### src/rtl/sccb_init_sequencer.sv
// SCCB register-table initialisation sequencer: walks an external addr/data table
// and issues one SCCB write per entry with power-up wait, delay entries, gaps and NACK retry.
module sccb_init_sequencer #(
    parameter logic [7:0] DEV_ID      = 8'h42,
    parameter int         NUM_REGS    = 64,
    parameter int         IDX_W       = 6,
    parameter int         POWERUP_CYC = 65536,
    parameter int         GAP_CYC     = 256,
    parameter int         DELAY_UNIT  = 1024,
    parameter int         MAX_RETRY   = 3
) (
    input  logic             pclk_i,
    input  logic             preset_i,
    input  logic             start_i,
    output logic [IDX_W-1:0] tbl_index_o,
    input  logic [7:0]       tbl_addr_i,
    input  logic [7:0]       tbl_data_i,
    output logic             req_valid_o,
    input  logic             req_ready_i,
    output logic [7:0]       req_id_o,
    output logic [7:0]       req_addr_o,
    output logic [7:0]       req_data_o,
    input  logic             xfer_done_i,
    input  logic             xfer_nack_i,
    output logic             busy_o,
    output logic             init_done_o,
    output logic             init_err_o,
    output logic [IDX_W-1:0] err_index_o
);

    localparam logic [3:0] S_IDLE  = 4'd0;
    localparam logic [3:0] S_PWRUP = 4'd1;
    localparam logic [3:0] S_FETCH = 4'd2;
    localparam logic [3:0] S_ISSUE = 4'd3;
    localparam logic [3:0] S_WAIT  = 4'd4;
    localparam logic [3:0] S_GAP   = 4'd5;
    localparam logic [3:0] S_DELAY = 4'd6;
    localparam logic [3:0] S_DONE  = 4'd7;
    localparam logic [3:0] S_ERR   = 4'd8;

    // One down-counter serves power-up, gap and delay; sized for the largest of the three.
    localparam int DLY_MAX = 255 * DELAY_UNIT;
    localparam int CNT_MAX = (POWERUP_CYC > GAP_CYC)
                             ? ((POWERUP_CYC > DLY_MAX) ? POWERUP_CYC : DLY_MAX)
                             : ((GAP_CYC > DLY_MAX) ? GAP_CYC : DLY_MAX);
    localparam int CNT_W   = $clog2(CNT_MAX + 1);
    localparam int RTY_W   = (MAX_RETRY < 1) ? 1 : $clog2(MAX_RETRY + 1);

    // Index carries one extra bit so reaching NUM_REGS is visible without wrapping.
    localparam logic [IDX_W:0] IDX_END = (IDX_W+1)'(NUM_REGS);

    logic [3:0]       state_q, state_d;
    logic [CNT_W-1:0] cnt_q, cnt_d;
    logic [IDX_W:0]   idx_q, idx_d, idx_inc;
    logic [RTY_W-1:0] retry_q, retry_d;
    logic [7:0]       addr_q, addr_d;
    logic [7:0]       data_q, data_d;
    logic [IDX_W-1:0] err_idx_q, err_idx_d;

    assign idx_inc = idx_q + (IDX_W+1)'(1);

    always_comb begin
        // NOTE: every next-state signal defaults to its register so no path infers a latch.
        state_d   = state_q;
        cnt_d     = cnt_q;
        idx_d     = idx_q;
        retry_d   = retry_q;
        addr_d    = addr_q;
        data_d    = data_q;
        err_idx_d = err_idx_q;

        case (state_q)
            S_IDLE, S_DONE, S_ERR: begin
                if (start_i) begin
                    state_d = S_PWRUP;
                    cnt_d   = CNT_W'(POWERUP_CYC - 1);
                    idx_d   = '0;
                    retry_d = '0;
                end
            end
            S_PWRUP: begin
                if (cnt_q == '0) state_d = S_FETCH;
                else             cnt_d   = cnt_q - CNT_W'(1);
            end
            S_FETCH: begin
                if (tbl_addr_i == 8'hFF && tbl_data_i == 8'hFF) begin
                    state_d = S_DONE;
                end else if (tbl_addr_i == 8'hFE) begin
                    if (tbl_data_i == 8'h00) begin
                        // Zero-length delay: skip straight to the next entry.
                        idx_d   = idx_inc;
                        state_d = (idx_inc == IDX_END) ? S_DONE : S_FETCH;
                    end else begin
                        state_d = S_DELAY;
                        cnt_d   = CNT_W'(tbl_data_i) * CNT_W'(DELAY_UNIT) - CNT_W'(1);
                    end
                end else begin
                    addr_d  = tbl_addr_i;
                    data_d  = tbl_data_i;
                    state_d = S_ISSUE;
                end
            end
            S_ISSUE: begin
                if (req_ready_i) state_d = S_WAIT;
            end
            S_WAIT: begin
                if (xfer_done_i) begin
                    if (!xfer_nack_i) begin
                        retry_d = '0;
                        idx_d   = idx_inc;
                        state_d = S_GAP;
                        cnt_d   = CNT_W'(GAP_CYC - 1);
                    end else if (retry_q == RTY_W'(MAX_RETRY)) begin
                        err_idx_d = idx_q[IDX_W-1:0];
                        state_d   = S_ERR;
                    end else begin
                        retry_d = retry_q + RTY_W'(1);
                        state_d = S_GAP;
                        cnt_d   = CNT_W'(GAP_CYC - 1);
                    end
                end
            end
            S_GAP: begin
                if (cnt_q == '0) state_d = (idx_q == IDX_END) ? S_DONE : S_FETCH;
                else             cnt_d   = cnt_q - CNT_W'(1);
            end
            S_DELAY: begin
                if (cnt_q == '0) begin
                    idx_d   = idx_inc;
                    state_d = (idx_inc == IDX_END) ? S_DONE : S_FETCH;
                end else begin
                    cnt_d = cnt_q - CNT_W'(1);
                end
            end
            default: state_d = S_IDLE;
        endcase
    end

    // NOTE: state registers use non-blocking assignments so all flops update together.
    always_ff @(posedge pclk_i) begin
        if (preset_i) begin
            state_q   <= S_IDLE;
            cnt_q     <= '0;
            idx_q     <= '0;
            retry_q   <= '0;
            addr_q    <= '0;
            data_q    <= '0;
            err_idx_q <= '0;
        end else begin
            state_q   <= state_d;
            cnt_q     <= cnt_d;
            idx_q     <= idx_d;
            retry_q   <= retry_d;
            addr_q    <= addr_d;
            data_q    <= data_d;
            err_idx_q <= err_idx_d;
        end
    end

    assign tbl_index_o = idx_q[IDX_W-1:0];
    assign req_valid_o = (state_q == S_ISSUE);
    assign req_id_o    = DEV_ID;
    assign req_addr_o  = addr_q;
    assign req_data_o  = data_q;
    assign busy_o      = !(state_q == S_IDLE || state_q == S_DONE || state_q == S_ERR);
    assign init_done_o = (state_q == S_DONE);
    assign init_err_o  = (state_q == S_ERR);
    assign err_index_o = err_idx_q;

endmodule

### config.mk
export PLATFORM = sky130hd
export DESIGN_NAME = sccb_init_sequencer
export DESIGN_NICKNAME = d
export VERILOG_FILES = /design/src/rtl/sccb_init_sequencer.sv
export SDC_FILE = /design/constraint.sdc
export NUM_CORES = 1
export LEC_CHECK = 0
export ABC_CLOCK_PERIOD_IN_PS = 7000
export CORE_MARGIN = 2
export CORE_UTILIZATION = 57
export CTS_CLUSTER_DIAMETER = 100
export DETAILED_ROUTE_END_ITERATION = 6
export PLACE_DENSITY = 0.85
export REMOVE_ABC_BUFFERS = 1
export SYNTH_ARGS = -nofsm -noshare
export SYNTH_HDL_FRONTEND = slang
export SYNTH_SLANG_ARGS = --single-unit
### constraint.sdc
create_clock -name pclk_i -period 7 [get_ports pclk_i]
set_clock_uncertainty 0.05 [all_clocks]
set_input_delay 1.4 -clock pclk_i [delete_from_list [all_inputs] [get_ports pclk_i]]
set_output_delay 1.4 -clock pclk_i [all_outputs]
set_load 0.02 [all_outputs]
==> impl_metrics.ini <==
[outcome]
status = complete, no violations

[logic_synthesis]
synth_top_flop_cell = dfxtp_1
ys_types = 63
async_flop_share_pct = 0
yosys_register_bits = 53
ys_warn_count = 0
synthTopCellsByArea = dfxtp_1 (33%), mux2i_1 (7.1%), nor2_1 (6.1%), a21oi_1 (4.5%), o21ai_0 (4.3%)
synthCells = 408
syn_avg_cell_area_um2 = 7.979
netlist_top_cells_count = dfxtp_1 (53), nor2_1 (53), a21oi_1 (29), o21ai_0 (28), mux2i_1 (23)
synth_area_leader_cell = dfxtp_1
synth_edf_count = 0
synth_top_area_share_pct = 32.59
ys_seq_area_share_pct = 32.59
syn-cell-area_um2 = 3256

[hold_path]
worstHoldStart = retry_q[1]$_SDFFE_PP0P_
min_to = retry_q[1]$_SDFFE_PP0P_
whs_path_depth = 2
hold_path.class = reg -> reg

[placed_design]
dp_slack_ns = 2.670
port_buffers = 53
dp_hpwl_um = 5465
gp_congestion = 0.8942

[global_routing]
antenna_found_initial = 0
grt.overflow.total = 0
grt_max_degree = 51
grt_usage_pct = 25.91
grt_pass1_wl_um = 13220
grt_pass1_vias = 2850

[worst_setup_path]
r2r_setup_slack_ns = 3.86
critPathRequiredTime_ns = 7.21
cp_max_fo = 14
crit_type = in -> reg
start_kind = input pin
timing.rr.start = state_q[0]$_SDFFE_PP0P_
endpoint_kind = flip-flop
cp.arrival_ns = 4.23
worstReg2RegEnd = cnt_q[8]$_SDFFE_PP0P_
r2r_cells = 6

[drt]
wl_um = 7818
vias_per_cell = 6.014
antenna_left = 0
drc = 0
first_pass_iters = 4
drt-initial-drc-count = 188
vias = 3079
wl_per_cell_um = 15.27

[cts]
hold_buffers = 0
cts_tree = built
post_cts_resized = 0
cts_setup_buffers = 0
cts_inserted_buffers = 5
h-tree-depth = 2
clock-sinks = 53
insertion_delay_ns = 0.32
clkSlewWorstSetupHoldPaths_ns = 0.10
clock_path_buffers = 2
root_buffer = clkbuf_8

[finish]
drive_gt1_share_pct = 5.000
final_nets = 469
n_fill_cell = 449
post-route-util_pct = 69.28
syn_to_final_growth_pct = 17.18
diodes = 0

[power_and_ir_drop]
p_sw_share_pct = 41.07
vdd_drop_max_uv = 184.5
powerDensity_nw_per_um2 = 315.7
intPower_uw = 709.8
p_switching_uw = 494.6
p_seq_share_pct = 37.3
p_leak_uw = 0.001346
share_comb_of_total_power_pct = 44.1
total_power_uw = 1204
p_clk_share_pct = 18.6

[timing]
hold_viol_final = 0
fin_ws_ns = 2.978
fmax_ghz = 0.2486
period_share_pct = 57.46
maxSlewHeadroom_pct = 23.99
slew_violations = 0
setup_violations = 0
whs_ns = 0.4123
fin_crit_ns = 4.022
fin_tns_setup_ns = 0
rsz0062_at_grt = no
worst_slew_pin_slew_ns = 1.140

[floorplan]
boundaryPins = 62
die_w_um = 79.58
rows = 27
start_util_pct = 59.12
die_h_um = 79.58
core_um2 = 5507
die-area_um2 = 6332

[job]
max_cap_violations = 0
-- cell usage in the layout (no fill, tap or decap), types with 7 or more instances in the layout --
cell,synthesis,final
nor4_1,8,8
ha_1,8,8
or4_1,8,8
nand4_1,8,8
clkdlybuf4s50_1,0,53
nand3_1,8,8
conb_1,2,8
nor3_1,12,12
inv_1,13,13
nor2_1,53,53
nand2_1,22,22
mux2i_1,23,23
o21ai_0,28,28
nand2b_1,7,7
a21oi_1,29,29
dfxtp_1,53,53
-- flip-flops by register name (all words and copies together) (netlist names) --
signal       flops
cnt_q           18
retry_q          2
err_index_o      6
req_addr_o       8
state_q          4
req_data_o       8
idx_q            7
-- layout make-up --
type	count	area, um2	share of cell area (%)
clock buffer	6	82.58	2.165
inverter	14	52.55	1.378
sequential	53	1061	27.81
timing repair buffer	55	545.5	14.30
tap	72	90.09	2.361
multi-input combinational	310	1946	51.00
clock inverter	2	37.54	0.9839
-- power groups by stage --
stage | logic [uW] | registers (uW) | clock network [uW]
6_report | 531 | 449 | 224
4_1_cts | 527 | 447 | 225
3_3_place_gp | 511 | 448 | 0
3_5_place_dp | 522 | 453 | 0
2_1_floorplan | 368 | 449 | 0
5_1_grt | 591 | 463 | 238
-- cells by family after synthesis --
group	count (synthesis)	share of synthesized area (%)
adders and majority gates	8	3.075
DFF	53	32.59
xor gates and xnor gates	6	1.614
muxes	23	7.071
and+or+nand+nor	162	26.56
AOI/OAI and AO/OA	103	20.52
other	2	0.2307
buffers and inverters	51	8.340
-- worst max-delay path by stage --
stage	end	slack, ns	start	cells past startpoint
detailed placement	idx_q[6]$_SDFFE_PP0P_	2.67	tbl_data_i[2]	7
global placement	cnt_q[8]$_SDFFE_PP0P_	2.83	tbl_data_i[0]	8
CTS	idx_q[5]$_SDFFE_PP0P_	3.01	tbl_data_i[2]	7
floorplan	idx_q[5]$_SDFFE_PP0P_	3.68	tbl_data_i[2]	6
global route	cnt_q[8]$_SDFFE_PP0P_	2.70	tbl_data_i[0]	8
finish	idx_q[5]$_SDFFE_PP0P_	2.98	tbl_data_i[2]	7
-- worst max-delay path: stages --
cell	delay [ns]
clkdlybuf4s50_1	0.53
nor4_1	0.61
and3_1	0.31
a21o_1	0.14
o2111ai_1	0.43
or4_1	0.66
a21oi_1	0.15
-- per-stage QoR --
stage / area [um2] / std cells
after global routing: 3815 / 512
after floorplan: 3059 / 377
after detailed placement: 3695 / 504
after global placement: 3695 / 504
final: 3815 / 512
after CTS: 3815 / 512
-- routing by layer --
layer	routed length, um	GRT usage (%)	part of all wire (%)
met1	3499	33.50	45
met4	134	8.276	1.7
met2	3794	43.19	49
met3	389	5.204	5.0
met5	0	0	0
Power figures use the tool's default switching activity.
